$ cat src/rtl/robot_pkg.sv
// Shared definitions for the robot drive path: motor command encodings and
// the motion sequencer state set, used by the navigation FSM, the motor
// driver and the sequencer itself.
package robot_pkg;

  // Per-motor drive command; 2'b11 is never driven.
  localparam logic [1:0] MOTOR_STOP = 2'b00;
  localparam logic [1:0] MOTOR_FWD  = 2'b01;
  localparam logic [1:0] MOTOR_REV  = 2'b10;

  typedef enum logic [2:0] {
    ST_IDLE   = 3'd0,
    ST_FWD    = 3'd1,
    ST_TURN   = 3'd2,
    ST_SETTLE = 3'd3,
    ST_HALTED = 3'd4
  } seq_state_t;

  // Largest of three durations; sizes the shared duration counter.
  function automatic int max3(input int a, input int b, input int c);
    int m;
    m = (a > b) ? a : b;
    return (m > c) ? m : c;
  endfunction

endpackage

$ cat src/rtl/robot_duration_timer.sv
// Shared down-counter timing each motion/settle phase. Loaded with N-1 on
// phase entry; done reads high once the count has reached zero, where it
// stays until the next load.
module robot_duration_timer #(
  parameter int WIDTH = 5
) (
  input  logic             clk,
  input  logic             rst_n,
  input  logic             load,
  input  logic [WIDTH-1:0] load_value,
  input  logic             tick,
  output logic             done
);

  logic [WIDTH-1:0] count;

  // Load wins over tick; counting stops at zero so the counter never wraps.
  always_ff @(posedge clk) begin
    // NOTE: sequential state uses <= so every flop samples pre-edge values.
    if (!rst_n) begin
      count <= '0;
    end else if (load) begin
      count <= load_value;
    end else if (tick && (count != '0)) begin
      count <= count - WIDTH'(1);
    end
  end

  assign done = (count == '0);

endmodule

$ cat src/rtl/robot_motion_sequencer.sv
// Turns front/turn commands from the wall-following FSM into timed motor
// actions, lets the motors settle, then strobes sensor_sample so the FSM
// can latch fresh sensors. Also tracks consecutive turns to flag spinning.
module robot_motion_sequencer
  import robot_pkg::*;
#(
  parameter int FWD_CYCLES    = 16,
  parameter int TURN_CYCLES   = 24,
  parameter int SETTLE_CYCLES = 4,
  parameter int SPIN_LIMIT    = 4
) (
  input  logic       clk,
  input  logic       rst_n,
  input  logic       cmd_valid,
  input  logic       cmd_front,
  input  logic       cmd_turn,
  output logic       cmd_ready,
  input  logic       halt,
  output logic [1:0] motor_l,
  output logic [1:0] motor_r,
  output logic       sensor_sample,
  output logic       busy,
  output logic       spin_alarm
);

  localparam int CNT_W  = $clog2(max3(FWD_CYCLES, TURN_CYCLES, SETTLE_CYCLES) + 1);
  localparam int SPIN_W = $clog2(SPIN_LIMIT + 1);

  localparam logic [CNT_W-1:0]  FWD_LOAD    = CNT_W'(FWD_CYCLES - 1);
  localparam logic [CNT_W-1:0]  TURN_LOAD   = CNT_W'(TURN_CYCLES - 1);
  localparam logic [CNT_W-1:0]  SETTLE_LOAD = CNT_W'(SETTLE_CYCLES - 1);
  localparam logic [SPIN_W-1:0] SPIN_MAX    = SPIN_W'(SPIN_LIMIT);

  seq_state_t        state_q, state_d;
  logic [SPIN_W-1:0] spin_q, spin_d;
  logic              accept;
  logic              sample_d;
  logic [1:0]        motor_l_d, motor_r_d;
  logic              tmr_load, tmr_tick, tmr_done;
  logic [CNT_W-1:0]  tmr_value;

  assign tmr_tick = (state_q == ST_FWD) || (state_q == ST_TURN) || (state_q == ST_SETTLE);

  robot_duration_timer #(
    .WIDTH (CNT_W)
  ) u_timer (
    .clk        (clk),
    .rst_n      (rst_n),
    .load       (tmr_load),
    .load_value (tmr_value),
    .tick       (tmr_tick),
    .done       (tmr_done)
  );

  // Next state, timer loads, spin count and next registered outputs.
  always_comb begin
    // NOTE: every signal gets a default first so no path leaves one unassigned (no latches).
    state_d   = state_q;
    spin_d    = spin_q;
    sample_d  = 1'b0;
    tmr_load  = 1'b0;
    tmr_value = '0;
    accept    = cmd_valid && cmd_ready && !halt && (state_q == ST_IDLE);

    if (halt) begin
      // Emergency stop discards whatever action is in flight.
      state_d = ST_HALTED;
    end else begin
      case (state_q)
        ST_IDLE: begin
          if (accept) begin
            tmr_load = 1'b1;
            if (cmd_turn) begin
              // Turn wins when both bits are set.
              state_d   = ST_TURN;
              tmr_value = TURN_LOAD;
              if (spin_q != SPIN_MAX) spin_d = spin_q + SPIN_W'(1);
            end else if (cmd_front) begin
              state_d   = ST_FWD;
              tmr_value = FWD_LOAD;
              spin_d    = '0;
            end else begin
              // No-op command: skip motion but still settle and sample.
              state_d   = ST_SETTLE;
              tmr_value = SETTLE_LOAD;
            end
          end
        end
        ST_FWD, ST_TURN: begin
          if (tmr_done) begin
            state_d   = ST_SETTLE;
            tmr_load  = 1'b1;
            tmr_value = SETTLE_LOAD;
          end
        end
        ST_SETTLE: begin
          if (tmr_done) begin
            state_d  = ST_IDLE;
            sample_d = 1'b1;
          end
        end
        ST_HALTED: begin
          state_d   = ST_SETTLE;
          tmr_load  = 1'b1;
          tmr_value = SETTLE_LOAD;
        end
        default: state_d = ST_IDLE;
      endcase
    end

    case (state_d)
      ST_FWD: begin
        motor_l_d = MOTOR_FWD;
        motor_r_d = MOTOR_FWD;
      end
      ST_TURN: begin
        motor_l_d = MOTOR_FWD;
        motor_r_d = MOTOR_REV;
      end
      default: begin
        motor_l_d = MOTOR_STOP;
        motor_r_d = MOTOR_STOP;
      end
    endcase
  end

  // State, spin count and all outputs registered together; sync reset aborts any action.
  always_ff @(posedge clk) begin
    if (!rst_n) begin
      state_q       <= ST_IDLE;
      spin_q        <= '0;
      motor_l       <= MOTOR_STOP;
      motor_r       <= MOTOR_STOP;
      sensor_sample <= 1'b0;
      cmd_ready     <= 1'b1;
      busy          <= 1'b0;
      spin_alarm    <= 1'b0;
    end else begin
      state_q       <= state_d;
      spin_q        <= spin_d;
      motor_l       <= motor_l_d;
      motor_r       <= motor_r_d;
      sensor_sample <= sample_d;
      cmd_ready     <= (state_d == ST_IDLE);
      busy          <= (state_d != ST_IDLE);
      spin_alarm    <= (spin_d == SPIN_MAX);
    end
  end

endmodule

$ cat config.mk
export PLATFORM = sky130hd
export DESIGN_NAME = robot_motion_sequencer
export DESIGN_NICKNAME = d
export VERILOG_FILES = /design/src/rtl/robot_pkg.sv /design/src/rtl/robot_duration_timer.sv /design/src/rtl/robot_motion_sequencer.sv
export SDC_FILE = /design/constraint.sdc
export NUM_CORES = 1
export LEC_CHECK = 0
export CORE_ASPECT_RATIO = 0.9
export CORE_MARGIN = 2
export CORE_UTILIZATION = 48
export CTS_CLUSTER_SIZE = 24
export DETAILED_ROUTE_END_ITERATION = 10
export MAX_ROUTING_LAYER = met4
export PLACE_DENSITY = 0.81
export SYNTH_ARGS = -nofsm -noshare
export SYNTH_HDL_FRONTEND = slang
export SYNTH_SLANG_ARGS = --single-unit
$ cat constraint.sdc
create_clock -name clk -period 1.7 [get_ports clk]
set_input_delay 0.51 -clock clk [delete_from_list [all_inputs] [get_ports clk]]
set_output_delay 0.51 -clock clk [all_outputs]
set_load 0.05 [all_outputs]
**Word level (Yosys, flattened, before mapping)**

Cells that the tools add are included.

- Bits in registers: 19
- Bits of input ports: 6
- Output and inout port bits: 8
- Logic and storage cells: 64

- Add/sub/neg operators: 2
- Equal/unequal tests: 8
- Muxes and demuxes: 27
- Bitwise logic cells: 2
- Reductions and logical operators: 16

Operators by type and width:

| operator | count |
|---|---|
| two-way mux 3 bit | 10 |
| two-way mux 5 bit | 5 |
| case mux 5 bit (3 select lines) | 1 |
| case mux 3 bit (4 select lines) | 1 |
| == test 3 x 2 -> 1 bit, second input constant | 3 |
| == test 3 x 1 -> 1 bit, second input constant | 2 |
| == test 3 bit, second input constant | 2 |
| zero test 3 bit | 2 |
| two-way mux 2 bit | 3 |
| zero test 5 bit | 1 |
| nonzero test 5 bit | 1 |
| subtractor 5 x 1 -> 5 bit, second input constant | 1 |
| logical AND 1 bit | 4 |
| two-way mux 1 bit | 4 |
| two-way mux 4 bit | 1 |
| case mux 2 bit (2 select lines) | 1 |
| OR reduction 2 bit | 2 |
| adder 3 x 1 -> 3 bit, second input constant | 1 |
| != test 3 bit, second input constant | 1 |
| case mux 1 bit (3 select lines) | 1 |
| nonzero test 3 bit | 1 |
| OR reduction 3 bit | 1 |
| logical OR 1 bit | 2 |
| inverter 1 bit | 2 |
| other kinds (2) | 2 |

**Depth between registers and ports, before layout**

- Depth in word-level cells: 9
- Depth in mapped cells: 7
- Mapped depth without buffers: 7

**By module**

From an unflattened synthesis, not the netlist that was laid out.

- Cell total of the unflattened synthesis: 117
- Area, all modules: 1002.2 sq um

By module, submodules not included:

| module | times used | cells an instance | area an instance (sq um) |
|---|---|---|---|
| robot_motion_sequencer | 1 | 80 | 703.2 |
| robot_duration_timer | 1 | 37 | 299.0 |

**Worst setup path before layout**

No wires, ideal clock.

- Path type: reg2reg
- From: reg cmd_ready
- To: reg u_timer.count[3]
- Arrival: 1.806 ns
- Data required time: 1.583 ns
- Path slack: -0.223 ns
- Cell stages (with the launch flop): 6
- Clock period less this slack: 1.923 ns
- Path through: dfxtp_1 -> nand2_1 -> nor4b_4 -> o31a_1 -> a21boi_1 -> and4b_1

- Word-level cells in the longest chain between the ends: 7
- Elaborated cells on any way between the ends: 11

RTL lines:

| element | RTL line | source |
|---|---|---|
| start: declaration | robot_motion_sequencer.sv:17 | `output logic cmd_ready,` |
| start signal: assignment | robot_motion_sequencer.sv:144 | `cmd_ready <= (state_d == ST_IDLE);` |
| logical AND 1 bit (*) (3 in series) | robot_motion_sequencer.sv:63 | `accept = cmd_valid && cmd_ready && !halt && (state_q == ST_IDLE);` |
| two-way mux 5 bit / two-way mux 1 bit (equally long branches) | robot_motion_sequencer.sv:71 | `if (accept) begin` |
| case mux 5 bit (3 select lines) / case mux 1 bit (3 select lines) (equally long branches) | robot_motion_sequencer.sv:69 | `case (state_q)` |
| two-way mux 5 bit / two-way mux 1 bit (equally long branches) | robot_motion_sequencer.sv:65 | `if (halt) begin` |
| two-way mux 5 bit / nonzero test 2 bit (equally long branches) | - |  |
| end signal: assignment | robot_duration_timer.sv:23 | `count <= load_value;` |
| end signal: assignment | robot_duration_timer.sv:25 | `count <= count - WIDTH'(1);` |
| end: declaration | robot_duration_timer.sv:15 | `logic [WIDTH-1:0] count;` |

Every way passes the cells marked *; elsewhere a longest branch is shown, timed or not.
A chain may end at the register's enable or synchronous reset.

**Worst setup path after layout**

- From: reg u_timer.count[1]
- To: reg u_timer.count[3]

- Word-level cells in the longest chain between the ends: 5
- Elaborated cells on any way between the ends: 10

RTL lines:

| element | RTL line | source |
|---|---|---|
| zero test 5 bit | robot_duration_timer.sv:29 | `assign done = (count == '0);` |
| two-way mux 1 bit | robot_motion_sequencer.sv:90 | `if (tmr_done) begin` |
| case mux 1 bit (3 select lines) | robot_motion_sequencer.sv:69 |  |
| two-way mux 1 bit | robot_motion_sequencer.sv:65 |  |
| two-way mux 5 bit / nonzero test 2 bit (equally long branches) | - |  |

Parallel ways exist; a longest one is shown, timed or not. The select of a mux whose other input is x is not followed.

==> out/qor.csv <==
metric,value,unit
post-synthesis register bit count,18,
hpwl dp,1889,um
DR WL/cell,16.92,um
pre-CTS WS,-587.0,ps
Synth Flop Type,dfxtp_1,
final WL,3045,um
RSZ-0062 raised after global routing,yes,
number of port buffers,12,
final slew viol count,0,
Max Fclk,0.5296,GHz
TritonCTS buffer count,3,
synth warn,0,
clock root buffer,clkbuf_4,
clock skew,7.106,ps
Die Footprint,2541,sq um
Routed met3 length,166,um
Post-Route Hold Slack,590.5,ps
Netlist cell types,45,
largest net degree at the start of global routing,11,
htree depth,1,
max_cap viols,0,
period utilization,1.111,
synthesized net count,128,
multiplexer area fraction after synthesis,0,
Final WS setup,-188.2,ps
fin area,1602,sq um
minimum clock period,1888,ps
final setup fails,10,
Tot GR Track Use,0.2486,
clk sinks,18,
clock slew at reported path FFs,110,ps
cell with the most instances after synthesis,dfxtp_1,
Post-Syn Area,1033,sq um
Post-synth top cells,"dfxtp_1, nor2_1, nand2_1",
Synth Area per Inst,8.758,sq um
area share of the largest cell type after synthesis,0.3487,
VDD IR max,696.7,uV
highest routed layer,met4,
Yosys top cell by area,dfxtp_1,
final hold vios,0,
Power Total,1430,uW
violated checks,setup timing,
worst path required time,1900,ps
status,"complete, but fails checks",
Die X,52.91,um
worst hold path class,reg2reg,
initial drt markers,39,
slowest CP cell,or4b_4,
DR WL met2,1579,um
fraction of the mapped netlist area in adder cells,0.04843,
CP Launch Type,flip-flop,
post-synthesis xor/xnor area fraction,0.03390,
Final nets,166,
antenna violations before repair,0,
"Largest stage delay, worst path",510,ps
Synth area leaders,"dfxtp_1, ha_1, nor2_1, xnor2_1, and2_1",
total iterations of the first detailed-routing run,4,
via count,1053,
"Async S/R FF share, synth",0,
routed vias/inst,5.850,
Worst-Skew Late Latency,300,ps
sequential area share after synthesis,0.3487,
gp weighted congestion,0.8188,
filler cell count in the final layout,108,
Simple-Gate Fraction of Synth Area,0.2869,
pwr dens,893.0,nW/um^2
M1 WL,1236,um
antenna cells,0,
GRT Residual Overflow,0,
I/O pin count,14,
Initial Utilization,0.5244,
main combinational cell family by area after synthesis,simple AND/OR/NAND/NOR gates,
WS Path Type,reg2reg,
Compound-Gate Fraction of Synth Area,0.2191,
crit path cell chain,"inv_2, ha_4, or4b_4, nor2_4, o31a_1, a21boi_2, and4b_1",
core area,1971,sq um
number of global-route vias before repair,965,
row count,15,
"Cell Area, Placed",1390,sq um
Crit Path Max Fanout,4,
Syn Inst Count,118,
Residual DRC,0,
clk buf depth,2,
Worst EP arrival,2090,ps
final core occ,0.8127,
first-pass GRT wire length,4312,um
"EDFF count, synth",0,
crit path capture type,flip-flop,
post-route ant nets,0,
fraction of layout cells with a size suffix above 1,0.4645,
Pleak,0.0006789,uW
CTS tree,built,
area grow syn2layout,54.96,%
Die Height,48.02,um
## placed cells by master (no fill, tap or decap), types with 2 or more instances in the layout
cell type and instances:
o21ai_0 4, nand3_1 3, a21oi_1 4, clkbuf_4 3
buf_4 26, nor2_4 2, nor4b_4 2, or4b_4 2
buf_12 7, or3b_2 2, inv_2 2, a21boi_1 2
clkdlybuf4s50_1 2, nand2_1 7, o21a_1 2, dfxtp_1 12
xnor2_1 3, inv_1 5, dfxtp_2 5, nor2_1 10
and2_1 5, ha_1 3, o21ai_2 2
## timing repair
item                       4_1_cts  5_1_grt
gates resized for setup         13       19
hold buffers                     0        0
setup buffers                    2        5
setup endpoints to repair       15       14
pin swaps                        7       16
## sequential cells by signal (all words and copies together), names as in the netlist
name           cells
u_timer.count      5
spin_q             3
state_q            3
motor_r            2
busy               1
cmd_ready          1
motor_l            1
sensor_sample      1
spin_alarm         1
## report_power, final
part / switching (uW) / internal (uW) / leakage, uW
clock network: 138 / 131 / 0.0000210
logic: 319 / 331 / 0.000509
registers: 50.6 / 461 / 0.000149
total: 507 / 923 / 0.000679
## final timing paths
path	start	to	slack [ps]	cells past startpoint
worst max-delay path	u_timer.count[1]$_SDFFE_PN0P_	u_timer.count[3]$_SDFFE_PN0P_	-190	7
worst min-delay path	spin_q[2]$_SDFF_PN0_	spin_q[2]$_SDFF_PN0_	590	2
worst max register to register	u_timer.count[1]$_SDFFE_PN0P_	u_timer.count[3]$_SDFFE_PN0P_	-190	7
worst min register to register	spin_q[2]$_SDFF_PN0_	spin_q[2]$_SDFF_PN0_	590	2
## per-stage QoR
step | std cells | TNS [ps]
6_report | 180 | -855.9
5_1_grt | 180 | -1720
4_1_cts | 175 | -281.0
3_5_place_dp | 169 | -6956
3_3_place_gp | 169 | -6028
2_1_floorplan | 118 | -16.58
## cells by family (layout without fill, tap and decap cells)
group | Yosys count | after routing
other cells | 1 | 1
flops | 18 | 18
simple gates | 47 | 47
compound gates | 31 | 31
buf+inv | 13 | 50
fa+ha+maj | 4 | 4
xor+xnor | 4 | 4
## layout make-up
cell class              count  area [sq um]  area share
inverters                   7         26.28     0.01641
clock buffers               4         36.28     0.02266
multi-input cells          87         744.5      0.4648
repair buffers             39         392.9      0.2453
well taps                  25         31.28     0.01953
flip-flops and latches     18         370.4      0.2312
## layer usage
metal | GRT usage | up-vias
met5 | - | -
met3 | 0.06563 | 10
li1 | - | 493
met4 | 0.07179 | 0
met1 | 0.2533 | 507
met2 | 0.4750 | 43
## worst max-delay path: cells and delay by family, from the launching register on
kind                       cells  cell delay, ps
and+or+nand+nor                3             860
buffers and inverters          1              70
adders and majority gates      1             130
DFF                            1             340
AOI/OAI and AO/OA              2             380
Power figures use the tool's default switching activity.
